===== src/rtl/mem_arb_pkg.sv =====
// Shared types and helpers for the round-robin RAM arbiter: width helpers,
// a one-hot encoder and the rotating-priority find-first used by the scheduler.
package mem_arb_pkg;

    localparam int MAX_PORTS  = 8;
    localparam int PORT_IDX_W = 3;

    typedef logic [MAX_PORTS-1:0]  port_vec_t;
    typedef logic [PORT_IDX_W-1:0] port_idx_t;

    typedef struct packed {
        logic      found;
        port_idx_t idx;
    } pick_t;

    function automatic int ptr_width(input int depth);
        return (depth > 1) ? $clog2(depth) : 1;
    endfunction

    function automatic int count_width(input int depth);
        return $clog2(depth) + 1;
    endfunction

    function automatic int burst_width(input int max_burst);
        return $clog2(max_burst + 1);
    endfunction

    function automatic port_vec_t port_onehot(input port_idx_t idx);
        port_vec_t v;
        v      = '0;
        v[idx] = 1'b1;
        return v;
    endfunction

    // First set bit of req, scanning start, start+1, ... modulo n (start <= n).
    function automatic pick_t rr_find_first(input port_vec_t req, input int start, input int n);
        pick_t pick;
        int    p;
        pick = '0;
        for (int i = 0; i < MAX_PORTS; i++) begin
            p = start + i;
            if (p >= n) begin
                p = p - n;
            end
            if (!pick.found && (i < n) && req[p[PORT_IDX_W-1:0]]) begin
                pick.found = 1'b1;
                pick.idx   = p[PORT_IDX_W-1:0];
            end
        end
        return pick;
    endfunction

endpackage


===== src/rtl/mem_arb_port_fifo.sv =====
// Per-port request FIFO with first-word fall-through read; push is accepted
// when full only if a pop happens on the same edge.
module mem_arb_port_fifo
    import mem_arb_pkg::*;
#(
    parameter int WIDTH = 42,
    parameter int DEPTH = 8
) (
    input  logic                   clk,
    input  logic                   reset,
    input  logic                   push,
    input  logic [WIDTH-1:0]       wdata,
    input  logic                   pop,
    output logic [WIDTH-1:0]       rdata,
    output logic                   full,
    output logic                   empty,
    output logic [$clog2(DEPTH):0] count
);

    localparam int PW = ptr_width(DEPTH);
    localparam int CW = count_width(DEPTH);

    logic [WIDTH-1:0] mem [DEPTH];
    logic [PW-1:0]    wr_ptr;
    logic [PW-1:0]    rd_ptr;
    logic [CW-1:0]    cnt;
    logic             do_push;
    logic             do_pop;

    assign full    = (cnt == CW'(DEPTH));
    assign empty   = (cnt == '0);
    assign count   = cnt;
    assign rdata   = mem[rd_ptr];
    assign do_pop  = pop && !empty;
    assign do_push = push && (!full || do_pop);

    always_ff @(posedge clk or posedge reset) begin
        if (reset) begin
            wr_ptr <= '0;
            rd_ptr <= '0;
            cnt    <= '0;
        end else begin
            if (do_push) begin
                wr_ptr <= wr_ptr + PW'(1);
            end
            if (do_pop) begin
                rd_ptr <= rd_ptr + PW'(1);
            end
            case ({do_push, do_pop})
                2'b10:   cnt <= cnt + CW'(1);
                2'b01:   cnt <= cnt - CW'(1);
                default: cnt <= cnt;
            endcase
        end
    end

    always_ff @(posedge clk) begin
        if (do_push) begin
            mem[wr_ptr] <= wdata;
        end
    end

endmodule


===== src/rtl/mem_arbiter_rr.sv =====
// Multi-port RAM arbiter: per-port FIFOs, burst-limited round-robin issue, one-hot read return.
// Optional MEM_ARB_PORT0_PRIORITY_EN: port 0 preempts rotation whenever its FIFO is non-empty.
module mem_arbiter_rr
    import mem_arb_pkg::*;
#(
    parameter int ADDRESS_WIDTH   = 25,
    parameter int DATA_WIDTH      = 16,
    parameter int PERIPHERALS     = 4,
    parameter int PORT_FIFO_DEPTH = 8,
    parameter int MAX_BURST       = 4,
    parameter int RAM_LATENCY     = 2
) (
    input  logic                                 clk,
    input  logic                                 reset,
    input  logic [ADDRESS_WIDTH*PERIPHERALS-1:0] req_addr,
    input  logic [PERIPHERALS-1:0]               req_wr,
    input  logic [DATA_WIDTH*PERIPHERALS-1:0]    req_wdata,
    input  logic [PERIPHERALS-1:0]               req_valid,
    output logic [PERIPHERALS-1:0]               req_ready,
    output logic [DATA_WIDTH-1:0]                rd_data,
    output logic [PERIPHERALS-1:0]               rd_valid,
    output logic [ADDRESS_WIDTH-1:0]             mem_addr,
    output logic [DATA_WIDTH-1:0]                mem_wdata,
    output logic                                 mem_wren,
    output logic                                 mem_en,
    input  logic [DATA_WIDTH-1:0]                mem_q
);

    localparam int AW = ADDRESS_WIDTH;
    localparam int DW = DATA_WIDTH;
    localparam int EW = AW + DW + 1;
    localparam int CW = count_width(PORT_FIFO_DEPTH);
    localparam int BW = burst_width(MAX_BURST);

    logic [EW-1:0]          fifo_wdata [PERIPHERALS];
    logic [EW-1:0]          fifo_rdata [PERIPHERALS];
    logic [CW-1:0]          fifo_count [PERIPHERALS];
    logic [PERIPHERALS-1:0] fifo_push;
    logic [PERIPHERALS-1:0] fifo_pop;
    logic [PERIPHERALS-1:0] fifo_full;
    logic [PERIPHERALS-1:0] fifo_empty;
    logic [PERIPHERALS-1:0] grant;
    port_vec_t              nonempty_vec;

    port_idx_t              cur;
    logic [BW-1:0]          burst_cnt;
    port_idx_t              issue_port;

    logic                   sel_valid;
    logic                   sel_cont;
    logic                   sel_prio;
    port_idx_t              sel_idx;
    pick_t                  rr_pick;
    logic [EW-1:0]          sel_entry;

    logic [PERIPHERALS-1:0] rd_pipe [RAM_LATENCY];

    // Entry layout: {wr, addr, wdata}
    for (genvar k = 0; k < PERIPHERALS; k++) begin : g_port
        assign fifo_wdata[k] = {req_wr[k], req_addr[k*AW +: AW], req_wdata[k*DW +: DW]};
        assign fifo_push[k]  = req_valid[k] && !fifo_full[k];
        assign fifo_pop[k]   = grant[k] && !fifo_empty[k];
        assign req_ready[k]  = !fifo_full[k];

        mem_arb_port_fifo #(
            .WIDTH (EW),
            .DEPTH (PORT_FIFO_DEPTH)
        ) u_fifo (
            .clk   (clk),
            .reset (reset),
            .push  (fifo_push[k]),
            .wdata (fifo_wdata[k]),
            .pop   (fifo_pop[k]),
            .rdata (fifo_rdata[k]),
            .full  (fifo_full[k]),
            .empty (fifo_empty[k]),
            .count (fifo_count[k])
        );
    end

    always_comb begin
        nonempty_vec = '0;
        for (int k = 0; k < PERIPHERALS; k++) begin
            nonempty_vec[k] = (fifo_count[k] != '0);
        end
    end

    // The rotating scan starts after cur and visits cur last, so an exhausted
    // burst is handed off whenever anyone else is waiting.
    always_comb begin
        sel_valid = 1'b0;
        sel_cont  = 1'b0;
        sel_prio  = 1'b0;
        sel_idx   = cur;
        rr_pick   = rr_find_first(nonempty_vec, int'(cur) + 1, PERIPHERALS);
`ifdef MEM_ARB_PORT0_PRIORITY_EN
        if (nonempty_vec[0]) begin
            sel_valid = 1'b1;
            sel_prio  = 1'b1;
            sel_idx   = '0;
        end else
`endif
        if (nonempty_vec[cur] && (burst_cnt < BW'(MAX_BURST))) begin
            sel_valid = 1'b1;
            sel_cont  = 1'b1;
            sel_idx   = cur;
        end else if (rr_pick.found) begin
            sel_valid = 1'b1;
            sel_idx   = rr_pick.idx;
        end
    end

    assign grant = sel_valid ? PERIPHERALS'(port_onehot(sel_idx)) : '0;

    always_comb begin
        sel_entry = '0;
        for (int k = 0; k < PERIPHERALS; k++) begin
            if (sel_idx == PORT_IDX_W'(k)) begin
                sel_entry = fifo_rdata[k];
            end
        end
    end

    always_ff @(posedge clk or posedge reset) begin
        if (reset) begin
            mem_en     <= 1'b0;
            mem_wren   <= 1'b0;
            mem_addr   <= '0;
            mem_wdata  <= '0;
            issue_port <= '0;
            cur        <= '0;
            burst_cnt  <= '0;
        end else if (sel_valid) begin
            mem_en     <= 1'b1;
            mem_wren   <= sel_entry[EW-1];
            mem_addr   <= sel_entry[EW-2 -: AW];
            mem_wdata  <= sel_entry[DW-1:0];
            issue_port <= sel_idx;
            // Priority grants leave the rotation state untouched.
            if (!sel_prio) begin
                if (sel_cont) begin
                    burst_cnt <= burst_cnt + BW'(1);
                end else begin
                    cur       <= sel_idx;
                    burst_cnt <= BW'(1);
                end
            end
        end else begin
            mem_en    <= 1'b0;
            mem_wren  <= 1'b0;
            burst_cnt <= '0;
        end
    end

    // Return pipe: one-hot owner of each issued read, RAM_LATENCY stages deep.
    always_ff @(posedge clk or posedge reset) begin
        if (reset) begin
            for (int i = 0; i < RAM_LATENCY; i++) begin
                rd_pipe[i] <= '0;
            end
        end else begin
            rd_pipe[0] <= (mem_en && !mem_wren) ? PERIPHERALS'(port_onehot(issue_port)) : '0;
            for (int i = 1; i < RAM_LATENCY; i++) begin
                rd_pipe[i] <= rd_pipe[i-1];
            end
        end
    end

    assign rd_valid = rd_pipe[RAM_LATENCY-1];
    assign rd_data  = mem_q;

endmodule


===== config.mk =====
export PLATFORM = sky130hd
export DESIGN_NAME = mem_arbiter_rr
export DESIGN_NICKNAME = d
export VERILOG_FILES = /design/src/rtl/mem_arb_pkg.sv /design/src/rtl/mem_arb_port_fifo.sv /design/src/rtl/mem_arbiter_rr.sv
export SDC_FILE = /design/constraint.sdc
export NUM_CORES = 1
export LEC_CHECK = 0
export ABC_AREA = 1
export CAP_MARGIN = 25
export CORE_MARGIN = 5
export CORE_UTILIZATION = 50
export DETAILED_ROUTE_END_ITERATION = 6
export PLACE_DENSITY = 0.68
export SLEW_MARGIN = 20
export SYNTH_ARGS = -nofsm -noshare
export SYNTH_HDL_FRONTEND = slang
export SYNTH_SLANG_ARGS = --single-unit

===== constraint.sdc =====
create_clock -name clk -period 5.3 [get_ports clk]
set_clock_uncertainty 0.05 [all_clocks]
set_input_delay 1.06 -clock clk [delete_from_list [all_inputs] [get_ports clk]]
set_output_delay 1.06 -clock clk [all_outputs]
set_load 0.05 [all_outputs]

==> results of run 1 <==
## through the flow
stage,hold WS [ns],utilization [%],setup slack [ns],power (mW)
final,0.2903,57.65,1.198,42.00
after global routing,0.3080,57.61,0.8603,44.18
after CTS,0.2931,57.54,1.223,42.01
after detailed placement,0.2847,53.54,1.232,32.09
after global placement,0.2837,53.48,1.316,31.66
after floorplan,0.2812,-,1.515,25.93
## metal layers
layer	track usage [%]	part of all wire [%]	wire (µm)
met4	9.254	3.6	5547
met3	6.252	9.6	14730
met2	38.16	46	70740
met1	33.70	40	61590
met5	0	0.054	83
## cell usage after synthesis (8+ instances only)
library cell / instances
buf_4: 31
nand2_1: 749
xor2_1: 14
o21ai_0: 573
o21ai_1: 31
a21oi_1: 129
a32o_1: 128
ha_1: 27
inv_2: 13
a31oi_1: 40
buf_1: 22
xnor2_1: 8
nor2_1: 680
clkbuf_1: 233
o22ai_1: 168
nand3_1: 63
dfrtp_1: 100
buf_6: 10
edfxtp_1: 1344
inv_1: 50
nand4_1: 87
buf_2: 25
## registers in the layout, summed over array words and instances (netlist names)
name and cells:
mem_wdata 16, g_port.u_fifo.wr_ptr 12, cur 3, rd_pipe 4, burst_cnt 3, mem_wren 1
g_port.u_fifo.rd_ptr 12, mem_en 1, rd_valid 4, g_port.u_fifo.mem 1344, issue_port 3, g_port.u_fifo.count 16
mem_addr 25
## cell type report
cell class / count / area share, %
repair buffers: 340 / 4.921
well taps: 1524 / 2.858
clock buffers: 197 / 5.983
diodes: 20 / 0.07502
clock inverters: 69 / 0.9527
multi-input cells: 2741 / 20.54
inverters: 65 / 0.3976
flip-flops and latches: 1444 / 64.27
## worst register-to-register path, delay by kind of cell (launching register included)
| family | cells | cell delay, ns |
|---|---|---|
| buffers and inverters | 3 | 0.44 |
| AOI/OAI and AO/OA | 2 | 0.37 |
| adders and majority gates | 4 | 1.21 |
| DFF | 1 | 0.61 |
| xor gates and xnor gates | 1 | 0.12 |
| and+or+nand+nor | 10 | 1.20 |
## logic make-up after synthesis
kind of cell,synth area share [%]
AND/OR/NAND/NOR,11.30
flip-flops,73.88
AO/OA/AOI/OAI,10.86
buffers and inverters,2.911
adder cells (fa/ha/maj),0.7203
XOR/XNOR,0.3321
## worst paths after layout
path	startpoint	end	slack, ns	depth (start not counted)
max in group asynchronous	reset	mem_addr[17]	3.56	4
worst max register to register	cur[0]	g_port[2].u_fifo.count[3]	1.20	20
worst max-delay path	cur[0]	g_port[2].u_fifo.count[3]	1.20	20
min in group asynchronous	reset	g_port[0].u_fifo.wr_ptr[1]	0.55	2
worst min register to register	rd_pipe[5]	rd_valid[1]	0.29	0
worst min-delay path	rd_pipe[5]	rd_valid[1]	0.29	0
## power by group
| part | switching (mW) | internal [mW] |
|---|---|---|
| Combinational | 11.9 | 4.72 |
| Clock | 4.20 | 5.74 |
| Sequential | 0.854 | 14.5 |
| Total | 17.0 | 25.0 |
==> out/results.txt, run 1 <==
Setup_tns -> 0 ns
Antenna violations before repair -> 28
Dpl cells -> 6,109
Postcts setup bufs -> 0
Tcrit/Tclk final -> 77.40%
VDD IR max -> 688.8 µV
RSZ-0062 raised after global routing -> false
Worst setup path category -> reg -> reg
Starting Density -> 50.13%
Layout cells sized above 1 -> 8.217%
Ys Warns -> 0
Mean Syn Cell Area -> 12.69 µm²
Synth top area cells -> edfxtp_1 70%, o21ai_0 4.9%, nand2_1 4.8%
Leak -> 22.65 nW
Count of flip-flops with a built-in enable after synthesis -> 1,344
Arrival @ worst endpoint -> 4.68 ns
FF/Latch Area -> 0.04288 mm²
Status -> complete, but fails checks
First-pass GRT wire length -> 225,500 µm
Root Buffer -> clkbuf_16
Cell taking the most area after synthesis -> edfxtp_1
Clock sinks -> 1,444
Synthesized Nets -> 4,793
First-pass detailed-route iteration total -> 7
Critical path's top delay family -> adder cells
GRT Total Usage -> 24.53%
Largest net degree at the start of global routing -> 171
Crit-path max cell delay -> 0.61 ns
Failing checks -> DRC
Die X -> 350.6 µm
Initial drt markers -> 3,991
Syn Inst Count -> 4,572
Resize count post-CTS -> 0
Crit path buffers/inverters -> 3
Critical path's slowest cell -> dfrtp_1
Syn Std Cell Area -> 0.05802 mm²
TritonCTS clock tree -> built
Row cnt -> 125
Multi-input gate area -> 0.01371 mm²
Area Growth Syn to Fin -> 14.99%
Number of max-cap violations -> 0
Register area share after synthesis -> 73.88%
Clk buf depth -> 3
Critical Path End Type -> register
CP Launch Type -> register
Power Dens Cells -> 629.6 mW/mm²
Fill cells -> 9,090
Die ar. -> 0.1229 mm²
CTS Hold Bufs -> 0
Actual slew at the worst max-slew pin -> 1.072 ns
Final instance area -> 0.06672 mm²
Finished Layout Cells -> 6,400
GP Congestion -> 0.8739
CP max FO -> 10
Ports -> 257
Hold Violations, Final -> 0
Top_reg_cell synth -> edfxtp_1
GRT Residual Overflow -> 0
ANT nets after route -> 0
Hpwl dp -> 93,610 µm
Die Y -> 350.6 µm
Clk_lat worst skew -> 0.75 ns
Vias in the first global route -> 35,170
DRC -> 2
Routed vias -> 37,400
Final setup violation count -> 0
Tmin final -> 4.102 ns
Worst EP required -> 5.88 ns
Top cell type's share of synthesized area -> 69.56%
Final #Nets -> 4,959
Drt total wl -> 152,700 µm
F_max -> 243.8 MHz
Vias/cell -> 5.844
Most common cell after layout, fill and taps aside -> edfxtp_1
Crit-path cells -> inv_4 > ha_1 > inv_1 > ha_1 > nand2_1 > nand2_1 > nor2_1 > o21ai_2 > nand4_2 > inv_2 > nor3_4 > ha_1 > ha_1 > nand2_1 > nor2_1 > a211oi_1 > nor2_1 > nor2_1 > nand2_1 > xnor2_1
H-Tree Depth -> 4
I/O Buffers -> 224
Hold crit path type -> reg -> reg
Commonest cells after routing, fill and taps aside -> 1,344 x edfxtp_1, 749 x nand2_1, 648 x nor2_1
Post-placement cell area -> 0.06197 mm²
WL/cell -> 23.86 µm
FFs w/ async S/R, synth -> 6.925%
FF+latch count, synth -> 1,444
CTS buffer count -> 146
Max-slew violations -> 0
Clk pin slew, worst setup/hold paths -> 0.06 ns
Max-slew headroom -> 27.81%
Core region area -> 0.1157 mm²
Unique masters post-synth -> 42
Power figures use the tool's default switching activity.
==> run 2: changes to the inputs <==
- clock period: 5.3 -> 3.95 ns (I/O delays scaled with it)
==> run 2 against run 1 <==
Effect of this change:
- the flow now finishes without violations
- hold slack improved by 0.0024 ns
- cell area rose by 1.1%
- first-iteration DRC count rose by 14%
- maximum frequency rose by 11%
==> out/results.txt, run 2 (synthesis results as in run 1) <==
I/O Buffers -> 224
Crit-path max cell delay -> 0.46 ns
Top reg by flops -> g_port.u_fifo.mem
Drt total wl -> 153,300 µm
Clk pin slew, worst setup/hold paths -> 0.06 ns
CTS Hold Bufs -> 0
TritonCTS clock tree -> built
Area Growth Syn to Fin -> 16.30%
Hold crit path type -> reg -> reg
Post-placement cell area -> 0.06271 mm²
Die X -> 350.6 µm
First-pass GRT wire length -> 227,100 µm
F_max -> 270.7 MHz
Largest net degree at the start of global routing -> 171
Antenna violations before repair -> 36
Clock sinks -> 1,444
Sw Pwr -> 23.02 mW
Final Hold Slack -> 0.2927 ns
Actual slew at the worst max-slew pin -> 1.103 ns
Layout cells sized above 1 -> 9.378%
Tmin final -> 3.694 ns
Tcrit/Tclk final -> 93.51%
Seq pwr share -> 36.0%
Most common cell after layout, fill and taps aside -> edfxtp_1
Ports -> 257
Hpwl dp -> 92,380 µm
Max-slew headroom -> 25.66%
Status -> finished, final reports clean
ANT nets after route -> 0
Logic pwr share -> 40.8%
Top flop regs -> g_port.u_fifo.mem (1344), mem_addr (25)
Initial drt markers -> 4,535
Clock Power Share -> 23.3%
Sw frac -> 40.27%
DRC -> 0
Die ar. -> 0.1229 mm²
CP Launch Type -> register
VDD IR max -> 832.1 µV
Critical path's slowest cell -> dfrtp_2
Hold Violations, Final -> 0
Number of max-cap violations -> 0
First-pass detailed-route iteration total -> 6
Row cnt -> 125
Vias/cell -> 5.804
Clk_lat worst skew -> 0.75 ns
Critical Path End Type -> register
Final instance area -> 0.06747 mm²
Final #Nets -> 5,009
Core region area -> 0.1157 mm²
Max FFs per register -> 1,344
Final setup violation count -> 0
Crit path top cell by count -> nand2_1
WL/cell -> 23.74 µm
Power Dens Cells -> 847.3 mW/mm²
CTS buffer count -> 148
Max-slew violations -> 0
Internal -> 34.15 mW
Setup_tns -> 0 ns
Clk buf depth -> 3
Fill cells -> 9,044
Worst EP required -> 4.54 ns
Crit path buffers/inverters -> 2
Root Buffer -> clkbuf_16
Vias in the first global route -> 35,200
Starting Density -> 50.13%
Critical path's top delay family -> simple AND/OR/NAND/NOR gates
GRT Total Usage -> 24.63%
H-Tree Depth -> 4
Arrival @ worst endpoint -> 4.28 ns
Worst setup path category -> reg -> reg
Leak -> 22.96 nW
Routed vias -> 37,470
GP Congestion -> 0.8567
Die Y -> 350.6 µm
Commonest cells after routing, fill and taps aside -> 1,344 x edfxtp_1, 748 x nand2_1, 648 x nor2_1
GRT Residual Overflow -> 0
CP max FO -> 6
## run 2: cell count changes in the layout (fill, tap and decap cells not counted), moves of 4 or more
cell | before | now
clkinv_1 | 30 | 39
clkbuf_1 | 42 | 30
diode_2 | 20 | 26
clkinv_2 | 17 | 22
clkbuf_8 | 4 | 0
buf_12 | 10 | 41
buf_2 | 6 | 0
buf_4 | 96 | 123
## run 2: cell type report
class                           count  area, µm²  area share [%]
Clock buffer                      184       3966           5.878
Clock inverter                     83      641.9          0.9513
Multi-Input combinational cell   2741      13760           20.39
Sequential cell                  1444      42880           63.55
Antenna cell                       26      65.06         0.09642
Tap cell                         1524       1907           2.826
Timing Repair Buffer              388       3986           5.908
Inverter                           65      267.8          0.3968
## run 2: routing by layer
metal,part of all wire [%],GRT usage [%],up-vias
met2,47,38.15,1383
li1,-,-,17190
met1,41,34.42,18580
met5,0.097,0,-
met3,8.8,5.696,282
met4,3.6,9.271,24
## run 2: power groups by stage
stage	logic (mW)	clock network (mW)	registers (mW)
2_1_floorplan	13.5	0	21.2
3_3_place_gp	22.5	0	20.8
3_5_place_dp	22.9	0	20.8
4_1_cts	23.0	13.5	20.6
5_1_grt	25.2	14.2	20.8
6_report	23.3	13.3	20.6
## run 2: path summary, 6_finish.rpt
check / startpoint / endpoint / depth (start not counted) / slack [ns]
worst max-delay path: cur[0] / g_port[3].u_fifo.count[3] / 26 / 0.26
worst min-delay path: rd_pipe[4] / rd_valid[0] / 0 / 0.29
worst max register to register: cur[0] / g_port[3].u_fifo.count[3] / 26 / 0.26
worst min register to register: rd_pipe[4] / rd_valid[0] / 0 / 0.29
max in group asynchronous: reset / g_port[3].u_fifo.rd_ptr[0] / 3 / 2.63
min in group asynchronous: reset / g_port[0].u_fifo.wr_ptr[2] / 2 / 0.42
## run 2: metrics by stage
step / setup slack (ns) / std cells / power, mW / util (%)
after floorplan: 0.2033 / 4572 / 34.79 / -
after global placement: 0.2053 / 6157 / 43.32 / 54.18
after detailed placement: 0.07098 / 6157 / 43.79 / 54.18
after CTS: 0.08107 / 6424 / 57.08 / 58.16
after global routing: -0.1140 / 6437 / 60.18 / 58.26
final: 0.2562 / 6455 / 57.17 / 58.30
## run 2: timing repair
action	CTS	global route
endpoints found under the setup margin	0	4
resized for setup	0	13
setup buffers	0	5
